File: config.mk
export PLATFORM = sky130hd
export DESIGN_NAME = reorder_buffer_flat
export DESIGN_NICKNAME = d
export VERILOG_FILES = /design/src/rtl/reorder_buffer_if.sv /design/src/rtl/reorder_buffer.sv /design/src/flat_wrapper.sv
export SDC_FILE = /design/constraint.sdc
export NUM_CORES = 1
export LEC_CHECK = 0
export CAP_MARGIN = 20
export CORE_ASPECT_RATIO = 0.5
export CORE_UTILIZATION = 59
export CTS_BUF_LIST = sky130_fd_sc_hd__clkbuf_8 sky130_fd_sc_hd__clkbuf_16
export DETAILED_ROUTE_END_ITERATION = 12
export PLACE_DENSITY = 0.77
export SLEW_MARGIN = 10
export SYNTH_ARGS = -nofsm -noshare
export SYNTH_HDL_FRONTEND = slang
export SYNTH_SLANG_ARGS = --single-unit
File: constraint.sdc
create_clock -name clk -period 4.2 [get_ports clk]
set_input_delay 0.42 -clock clk [delete_from_list [all_inputs] [get_ports clk]]
set_output_delay 0.42 -clock clk [all_outputs]
set_load 0.05 [all_outputs]
File: src/rtl/reorder_buffer_if.sv
// Issue / CDB / query / commit bundle of the reorder buffer.
// slave = the ROB itself, master = the surrounding core (or a bench).
interface reorder_buffer_if #(
    parameter int ROB_BIT = 3,
    parameter int DAT_W   = 32,
    parameter int REG_BIT = 5
);
    logic                is_alloc_i;
    logic [REG_BIT-1:0]  is_rd_i;
    logic                is_br_i;
    logic [ROB_BIT-1:0]  rob_tag_o;
    logic                rob_full_o;

    logic                cdb_en_i;
    logic [ROB_BIT-1:0]  cdb_tag_i;
    logic [DAT_W-1:0]    cdb_v_i;
    logic                cdb_mispred_i;
    logic [DAT_W-1:0]    cdb_pc_i;

    logic [ROB_BIT-1:0]  qj_tag_i;
    logic [ROB_BIT-1:0]  qk_tag_i;
    logic                qj_rdy_o;
    logic                qk_rdy_o;
    logic [DAT_W-1:0]    qj_v_o;
    logic [DAT_W-1:0]    qk_v_o;

    logic                rf_en_o;
    logic [REG_BIT-1:0]  rf_rd_o;
    logic [ROB_BIT-1:0]  rf_q_o;
    logic [DAT_W-1:0]    rf_v_o;
    logic                flush_o;
    logic [DAT_W-1:0]    flush_pc_o;

    modport slave (
        input  is_alloc_i, is_rd_i, is_br_i,
        input  cdb_en_i, cdb_tag_i, cdb_v_i, cdb_mispred_i, cdb_pc_i,
        input  qj_tag_i, qk_tag_i,
        output rob_tag_o, rob_full_o,
        output qj_rdy_o, qk_rdy_o, qj_v_o, qk_v_o,
        output rf_en_o, rf_rd_o, rf_q_o, rf_v_o, flush_o, flush_pc_o
    );

    modport master (
        output is_alloc_i, is_rd_i, is_br_i,
        output cdb_en_i, cdb_tag_i, cdb_v_i, cdb_mispred_i, cdb_pc_i,
        output qj_tag_i, qk_tag_i,
        input  rob_tag_o, rob_full_o,
        input  qj_rdy_o, qk_rdy_o, qj_v_o, qk_v_o,
        input  rf_en_o, rf_rd_o, rf_q_o, rf_v_o, flush_o, flush_pc_o
    );
endinterface

File: src/rtl/reorder_buffer.sv
// Circular reorder buffer: tags 1..2^ROB_BIT-1 (tag 0 = no producer), in-order commit, flush on mispredict.
// Optional ROB_CDB_BYPASS_EN: operand queries see a same-cycle CDB result combinationally.
module reorder_buffer #(
    parameter int ROB_BIT = 3,
    parameter int DAT_W   = 32,
    parameter int REG_BIT = 5
) (
    input  logic              clk,
    input  logic              rst,
    input  logic              en,
    reorder_buffer_if.slave   bus
);
    localparam int N     = (1 << ROB_BIT) - 1;
    localparam int DEPTH = 1 << ROB_BIT;

    typedef logic [ROB_BIT-1:0] tag_t;

    typedef struct packed {
        logic               valid;
        logic               ready;
        logic               br;
        logic               mispred;
        logic [REG_BIT-1:0] rd;
        logic [DAT_W-1:0]   value;
        logic [DAT_W-1:0]   pc;
    } rob_ent_t;

    typedef struct packed {
        logic             rdy;
        logic [DAT_W-1:0] v;
    } qres_t;

    function automatic tag_t ptr_inc(input tag_t p);
        return (p == tag_t'(N)) ? tag_t'(1) : p + tag_t'(1);
    endfunction

    tag_t              r_head;
    tag_t              r_tail;
    tag_t              r_count;

    logic              r_rf_en;
    logic [REG_BIT-1:0] r_rf_rd;
    tag_t              r_rf_q;
    logic [DAT_W-1:0]  r_rf_v;
    logic              r_flush;
    logic [DAT_W-1:0]  r_flush_pc;

    rob_ent_t          w_ent [DEPTH];
    rob_ent_t          w_head_ent;
    logic              w_full;
    logic              w_alloc;
    logic              w_commit;
    logic              w_flush;
    qres_t             w_qj;
    qres_t             w_qk;

    // Fullness is judged on pre-edge state, so a same-edge commit never frees a slot for alloc.
    assign w_full     = (r_count == tag_t'(N));
    assign w_head_ent = w_ent[r_head];
    assign w_alloc    = en && bus.is_alloc_i && !w_full;
    assign w_commit   = en && w_head_ent.valid && w_head_ent.ready;
    assign w_flush    = w_commit && w_head_ent.mispred;

    for (genvar i = 0; i < DEPTH; i++) begin : g_ent
        if (i == 0) begin : g_null
            // Slot 0 is the "no producer" tag and never holds an entry.
            assign w_ent[i] = '0;
        end else begin : g_live
            rob_ent_t r_e;
            logic     w_hit;

            assign w_hit = en && bus.cdb_en_i && (bus.cdb_tag_i == tag_t'(i))
                           && r_e.valid && !r_e.ready;

            always_ff @(posedge clk or negedge rst) begin
                if (!rst) begin
                    r_e <= '0;
                end else if (w_flush) begin
                    r_e <= '0;
                end else begin
                    if (w_commit && (r_head == tag_t'(i)))
                        r_e <= '0;
                    if (w_alloc && (r_tail == tag_t'(i))) begin
                        r_e.valid   <= 1'b1;
                        r_e.ready   <= 1'b0;
                        r_e.br      <= bus.is_br_i;
                        r_e.mispred <= 1'b0;
                        r_e.rd      <= bus.is_rd_i;
                        r_e.value   <= '0;
                        r_e.pc      <= '0;
                    end
                    if (w_hit) begin
                        r_e.ready   <= 1'b1;
                        r_e.value   <= bus.cdb_v_i;
                        r_e.mispred <= bus.cdb_mispred_i && r_e.br;
                        r_e.pc      <= bus.cdb_pc_i;
                    end
                end
            end

            assign w_ent[i] = r_e;
        end
    end

    always_comb begin
        w_qj = '0;
        w_qk = '0;
        if (w_ent[bus.qj_tag_i].valid && w_ent[bus.qj_tag_i].ready)
            w_qj = '{rdy: 1'b1, v: w_ent[bus.qj_tag_i].value};
        if (w_ent[bus.qk_tag_i].valid && w_ent[bus.qk_tag_i].ready)
            w_qk = '{rdy: 1'b1, v: w_ent[bus.qk_tag_i].value};
`ifdef ROB_CDB_BYPASS_EN
        if (w_ent[bus.qj_tag_i].valid && !w_ent[bus.qj_tag_i].ready
            && bus.cdb_en_i && (bus.cdb_tag_i == bus.qj_tag_i))
            w_qj = '{rdy: 1'b1, v: bus.cdb_v_i};
        if (w_ent[bus.qk_tag_i].valid && !w_ent[bus.qk_tag_i].ready
            && bus.cdb_en_i && (bus.cdb_tag_i == bus.qk_tag_i))
            w_qk = '{rdy: 1'b1, v: bus.cdb_v_i};
`endif
    end

    always_ff @(posedge clk or negedge rst) begin
        if (!rst) begin
            r_head     <= tag_t'(1);
            r_tail     <= tag_t'(1);
            r_count    <= '0;
            r_rf_en    <= 1'b0;
            r_rf_rd    <= '0;
            r_rf_q     <= '0;
            r_rf_v     <= '0;
            r_flush    <= 1'b0;
            r_flush_pc <= '0;
        end else if (en) begin
            r_rf_en    <= w_commit && (w_head_ent.rd != '0);
            r_rf_rd    <= w_commit ? w_head_ent.rd : '0;
            r_rf_q     <= w_commit ? r_head : '0;
            r_rf_v     <= w_commit ? w_head_ent.value : '0;
            r_flush    <= w_flush;
            r_flush_pc <= w_flush ? w_head_ent.pc : '0;
            if (w_flush) begin
                r_head  <= tag_t'(1);
                r_tail  <= tag_t'(1);
                r_count <= '0;
            end else begin
                if (w_commit)
                    r_head <= ptr_inc(r_head);
                if (w_alloc)
                    r_tail <= ptr_inc(r_tail);
                case ({w_alloc, w_commit})
                    2'b10:   r_count <= r_count + tag_t'(1);
                    2'b01:   r_count <= r_count - tag_t'(1);
                    default: r_count <= r_count;
                endcase
            end
        end else begin
            // Frozen: pulses drop, payload outputs keep their last value.
            r_rf_en <= 1'b0;
            r_flush <= 1'b0;
        end
    end

    assign bus.rob_tag_o  = r_tail;
    assign bus.rob_full_o = w_full;
    assign bus.qj_rdy_o   = w_qj.rdy;
    assign bus.qj_v_o     = w_qj.v;
    assign bus.qk_rdy_o   = w_qk.rdy;
    assign bus.qk_v_o     = w_qk.v;
    assign bus.rf_en_o    = r_rf_en;
    assign bus.rf_rd_o    = r_rf_rd;
    assign bus.rf_q_o     = r_rf_q;
    assign bus.rf_v_o     = r_rf_v;
    assign bus.flush_o    = r_flush;
    assign bus.flush_pc_o = r_flush_pc;
endmodule

File: src/flat_wrapper.sv
// flat-port wrapper written by rule: the top's interface ports become plain ports
module reorder_buffer_flat 
#(
    parameter int ROB_BIT = 3,
    parameter int DAT_W   = 32,
    parameter int REG_BIT = 5
)
  (clk, rst, en, bus_is_alloc_i, bus_is_rd_i, bus_is_br_i, bus_cdb_en_i, bus_cdb_tag_i, bus_cdb_v_i, bus_cdb_mispred_i, bus_cdb_pc_i, bus_qj_tag_i, bus_qk_tag_i, bus_rob_tag_o, bus_rob_full_o, bus_qj_rdy_o, bus_qk_rdy_o, bus_qj_v_o, bus_qk_v_o, bus_rf_en_o, bus_rf_rd_o, bus_rf_q_o, bus_rf_v_o, bus_flush_o, bus_flush_pc_o);
  reorder_buffer_if #(.ROB_BIT(ROB_BIT), .DAT_W(DAT_W), .REG_BIT(REG_BIT)) bus_i ();
  input  logic clk;
  input  logic rst;
  input  logic en;
  input wire logic [$bits(bus_i.is_alloc_i)-1:0] bus_is_alloc_i;
  input wire logic [$bits(bus_i.is_rd_i)-1:0] bus_is_rd_i;
  input wire logic [$bits(bus_i.is_br_i)-1:0] bus_is_br_i;
  input wire logic [$bits(bus_i.cdb_en_i)-1:0] bus_cdb_en_i;
  input wire logic [$bits(bus_i.cdb_tag_i)-1:0] bus_cdb_tag_i;
  input wire logic [$bits(bus_i.cdb_v_i)-1:0] bus_cdb_v_i;
  input wire logic [$bits(bus_i.cdb_mispred_i)-1:0] bus_cdb_mispred_i;
  input wire logic [$bits(bus_i.cdb_pc_i)-1:0] bus_cdb_pc_i;
  input wire logic [$bits(bus_i.qj_tag_i)-1:0] bus_qj_tag_i;
  input wire logic [$bits(bus_i.qk_tag_i)-1:0] bus_qk_tag_i;
  output wire logic [$bits(bus_i.rob_tag_o)-1:0] bus_rob_tag_o;
  output wire logic [$bits(bus_i.rob_full_o)-1:0] bus_rob_full_o;
  output wire logic [$bits(bus_i.qj_rdy_o)-1:0] bus_qj_rdy_o;
  output wire logic [$bits(bus_i.qk_rdy_o)-1:0] bus_qk_rdy_o;
  output wire logic [$bits(bus_i.qj_v_o)-1:0] bus_qj_v_o;
  output wire logic [$bits(bus_i.qk_v_o)-1:0] bus_qk_v_o;
  output wire logic [$bits(bus_i.rf_en_o)-1:0] bus_rf_en_o;
  output wire logic [$bits(bus_i.rf_rd_o)-1:0] bus_rf_rd_o;
  output wire logic [$bits(bus_i.rf_q_o)-1:0] bus_rf_q_o;
  output wire logic [$bits(bus_i.rf_v_o)-1:0] bus_rf_v_o;
  output wire logic [$bits(bus_i.flush_o)-1:0] bus_flush_o;
  output wire logic [$bits(bus_i.flush_pc_o)-1:0] bus_flush_pc_o;
  assign bus_i.is_alloc_i = bus_is_alloc_i;
  assign bus_i.is_rd_i = bus_is_rd_i;
  assign bus_i.is_br_i = bus_is_br_i;
  assign bus_i.cdb_en_i = bus_cdb_en_i;
  assign bus_i.cdb_tag_i = bus_cdb_tag_i;
  assign bus_i.cdb_v_i = bus_cdb_v_i;
  assign bus_i.cdb_mispred_i = bus_cdb_mispred_i;
  assign bus_i.cdb_pc_i = bus_cdb_pc_i;
  assign bus_i.qj_tag_i = bus_qj_tag_i;
  assign bus_i.qk_tag_i = bus_qk_tag_i;
  assign bus_rob_tag_o = bus_i.rob_tag_o;
  assign bus_rob_full_o = bus_i.rob_full_o;
  assign bus_qj_rdy_o = bus_i.qj_rdy_o;
  assign bus_qk_rdy_o = bus_i.qk_rdy_o;
  assign bus_qj_v_o = bus_i.qj_v_o;
  assign bus_qk_v_o = bus_i.qk_v_o;
  assign bus_rf_en_o = bus_i.rf_en_o;
  assign bus_rf_rd_o = bus_i.rf_rd_o;
  assign bus_rf_q_o = bus_i.rf_q_o;
  assign bus_rf_v_o = bus_i.rf_v_o;
  assign bus_flush_o = bus_i.flush_o;
  assign bus_flush_pc_o = bus_i.flush_pc_o;
  reorder_buffer #(.ROB_BIT(ROB_BIT), .DAT_W(DAT_W), .REG_BIT(REG_BIT)) u_core (.clk(clk), .rst(rst), .en(en), .bus(bus_i));
endmodule
==> results.yml <==
global_route:
  grt_use_met2: 0.576
  antenna_found_initial: 2
  overflow: 0
  use_met3: 0.0910
  grt_max_degree: 111
  grt_usage: 0.378
  grt_pass1_wl_um: 150000
  first_global_vias: 25200
  top_usage_layer: "met2"
  use_met1: 0.525
cts:
  clock_latency_ns: 0.64
  cts-resized-gates: 0
  clkSlewWorstSetupHoldPaths_ns: 0.07
  htreeDepth: 2
  cts_setup_buffers: 0
  cts_tree: "yes"
  cts.path.max_buffers: 3
  cts_root_buffer: "clkbuf_16"
  cts_sinks: 594
  ctsHoldBuffers: 1
  cts_made_buffers: 52
yosys:
  synth_edf_count: 0
  synth_top_area_frac: 0.494
  ys_seq_area_frac: 0.496
  ys.flop_type: "dfrtp_1"
  synth_top_cells_by_count: "dfrtp_1 (592), a22o_1 (333), nor2_1 (208), a21oi_1 (145), nand3_1 (144)"
  yosysTopAreaCell: "dfrtp_1"
  ys_async_sr_fraction: 1.00
  ys_types: 63
  ys_ff_latch: 594
  yosys.cell_count.top_type: "dfrtp_1"
  mappedNetlistArea_sq_um: 30000
  avgSynthCellArea_sq_um: 11.7
  synth_nets: 2656
  yosysWarnings: 0
  synth_area_leaders: "dfrtp_1 (49%), mux4_2 (10%), a22o_1 (9.7%), mux2_2 (5.1%), nor2_1 (2.6%)"
  syn_inst: 2558
floorplanning:
  rows: 57
  die_h_um: 161
  design.die.area_sq_um: 51800
  die_w_um: 321
  io-pin-count: 229
  start_util: 0.608
  coreArea_sq_um: 49400
drt:
  route.detailed.drc: 0
  wire_per_inst_um: 28.9
  totalWireLength_um: 97400
  ant_nets: 0
  first_iter_violations: 3409
  post_drt_via_cell_ratio: 7.40
  drtPass1Iterations: 8
  routed-via-count: 25000
power_and_ir_drop:
  p_leak_nw: 14.9
  switching_power_w: 0.00874
  p_sw_frac: 0.379
  ir_drop_uv: 409
  p_comb_frac: 0.377
  power.internal_w: 0.0143
  seqPwrFrac: 0.404
  clkPwrFrac: 0.219
  powerDensity_nw_per_um2: 667
sta:
  slew_violations: 0
  slew_headroom: 0.336
  fin_tns_setup_ns: 0
  final-setup-viol-count: 0
  fmax_mhz: 262
  period_share: 0.910
  finalHoldViolCount: 0
  period_needed_ns: 3.82
  rsz0062_at_grt: "false"
  worst_slew_pin_slew_ns: 0.997
  fin_skew_ns: 0.0285
critical_path:
  cp.arrival_ns: 3.40
  timing.rr.start: "u_core.r_head[1]$_DFFE_PN0P_"
  worstRegToRegCells: 8
  path_class: "register to output port"
  critPathCaptureType: "output port"
  cp_data_required_time_ns: 3.78
  cp_max_fo: 18
  r2r-end: "u_core.g_ent[1].g_live.r_e[43]$_DFFE_PN0P_"
  rrSetupSlack_ns: 0.70
  crit_path_start_kind: "register"
layout:
  area_growth_pct: 15.4
  nets: 2756
  layout-drive-gt1-share: 0.197
  final_core_util: 0.702
run:
  max_cap_violations: 0
min_path:
  hp-class: "primary input to register"
  hold_path_depth: 2
  worstHoldStart: "en"
  holdPathEnd: "u_core.bus.rf_v_o[4]$_DFFE_PN0P_"
placement:
  dp_hpwl_um: 54100
  gp_congestion: 0.899
  port_buffers: 228
run_status:
  outcome: "finished clean"
## cell usage in the layout (no fill, tap or decap), types with 3 or more instances in the layout
master	instances
dfrtp_1	590
a22o_1	333
nor2_1	207
clkdlybuf4s50_1	176
nand3_1	143
a21oi_1	142
mux2_2	136
mux4_2	135
buf_4	112
inv_1	91
nand2_1	91
a22oi_1	70
o2bb2ai_1	70
a221oi_1	64
o32ai_1	64
clkbuf_16	52
a32o_1	23
buf_12	20
o21ai_0	17
clkbuf_8	14
ha_1	12
o22ai_1	11
a21o_1	7
a21oi_4	7
nand2b_1	5
a221o_1	5
a211oi_1	4
o21a_1	4
or4b_2	4
or3_1	4
clkinv_2	4
bufinv_16	4
buf_2	4
mux2i_1	3
o311a_2	3
a31o_2	3
clkinvlp_4	3
## logic make-up after synthesis
| family | Yosys count | share of synthesized area |
|---|---|---|
| muxes | 274 | 0.153 |
| buffers and inverters | 350 | 0.0487 |
| and+or+nand+nor | 481 | 0.0714 |
| adders and majority gates | 13 | 0.00567 |
| DFF | 594 | 0.496 |
| AOI/OAI and AO/OA | 845 | 0.225 |
| xor gates and xnor gates | 1 | 0.000292 |
## metrics by stage
stage               hold slack [ns]  instance area (sq um)  total power [W]  instances  setup WS, ns
finish                        0.220                  34600           0.0231       3377         0.377
detailed placement            0.476                  32900           0.0178       3281         0.829
CTS                           0.204                  34600           0.0229       3375         0.424
floorplan                     0.124                  30000           0.0150       2558         0.927
global placement              0.473                  32900           0.0175       3281         0.882
global route                  0.219                  34600           0.0240       3376         0.311
## final cells by class
type	count	area, sq um
Antenna cell	2	5.00
Clock buffer	66	1490
Clock inverter	27	267
Fill cell	3475	14700
Inverter	82	308
Multi-Input combinational cell	1614	13800
Sequential cell	594	14900
Tap cell	678	848
Timing Repair Buffer	314	3050
## worst max-delay path by stage
stage / from / to / slack (ns) / depth (start not counted)
4_1_cts: u_core.g_ent[6].g_live.r_e[71]$_DFFE_PN0P_ / bus_qk_v_o[3] / 0.42 / 6
5_1_grt: u_core.g_ent[6].g_live.r_e[71]$_DFFE_PN0P_ / bus_qk_v_o[2] / 0.31 / 6
2_1_floorplan: u_core.r_head[0]$_DFFE_PN1P_ / u_core.r_count[2]$_DFFE_PN0P_ / 0.93 / 11
3_5_place_dp: bus_qk_tag_i[0] / bus_qk_v_o[3] / 0.83 / 8
6_report: u_core.g_ent[6].g_live.r_e[71]$_DFFE_PN0P_ / bus_qk_v_o[3] / 0.38 / 6
3_3_place_gp: bus_qk_tag_i[0] / bus_qk_v_o[2] / 0.88 / 8
## registers in the layout, indices dropped and copies added, names as in the netlist
signal / cells
u_core.bus.rf_rd_o: 5
u_core.bus.rf_q_o: 3
u_core.r_head: 3
u_core.r_count: 3
u_core.bus.rf_en_o: 1
u_core.bus.rob_tag_o: 3
u_core.bus.rf_v_o: 32
u_core.bus.flush_pc_o: 32
u_core.bus.flush_o: 1
u_core.g_ent.g_live.r_e: 511
## power groups by stage
stage	Clock, W	Combinational, W	Sequential (W)
global placement	0	0.00830	0.00918
detailed placement	0	0.00850	0.00927
global route	0.00529	0.00922	0.00952
finish	0.00506	0.00869	0.00933
floorplan	0	0.00594	0.00905
CTS	0.00506	0.00857	0.00922
## routing by layer
| metal | vias up | wire [um] |
|---|---|---|
| li1 | 10100 | - |
| met3 | 320 | 11900 |
| met2 | 1932 | 44400 |
| met1 | 12700 | 37200 |
| met4 | 0 | 3990 |
| met5 | - | 0 |
## worst max-delay path, stage by stage, from the launching register on
cell and delay [ns]:
dfrtp_1 0.44, nand2_1 0.10, mux4_2 0.46, a21o_1 0.47
buf_4 0.35, nor2_1 0.12, clkdlybuf4s50_1 0.81
Note: power is estimated with default switching activity, not from simulation.
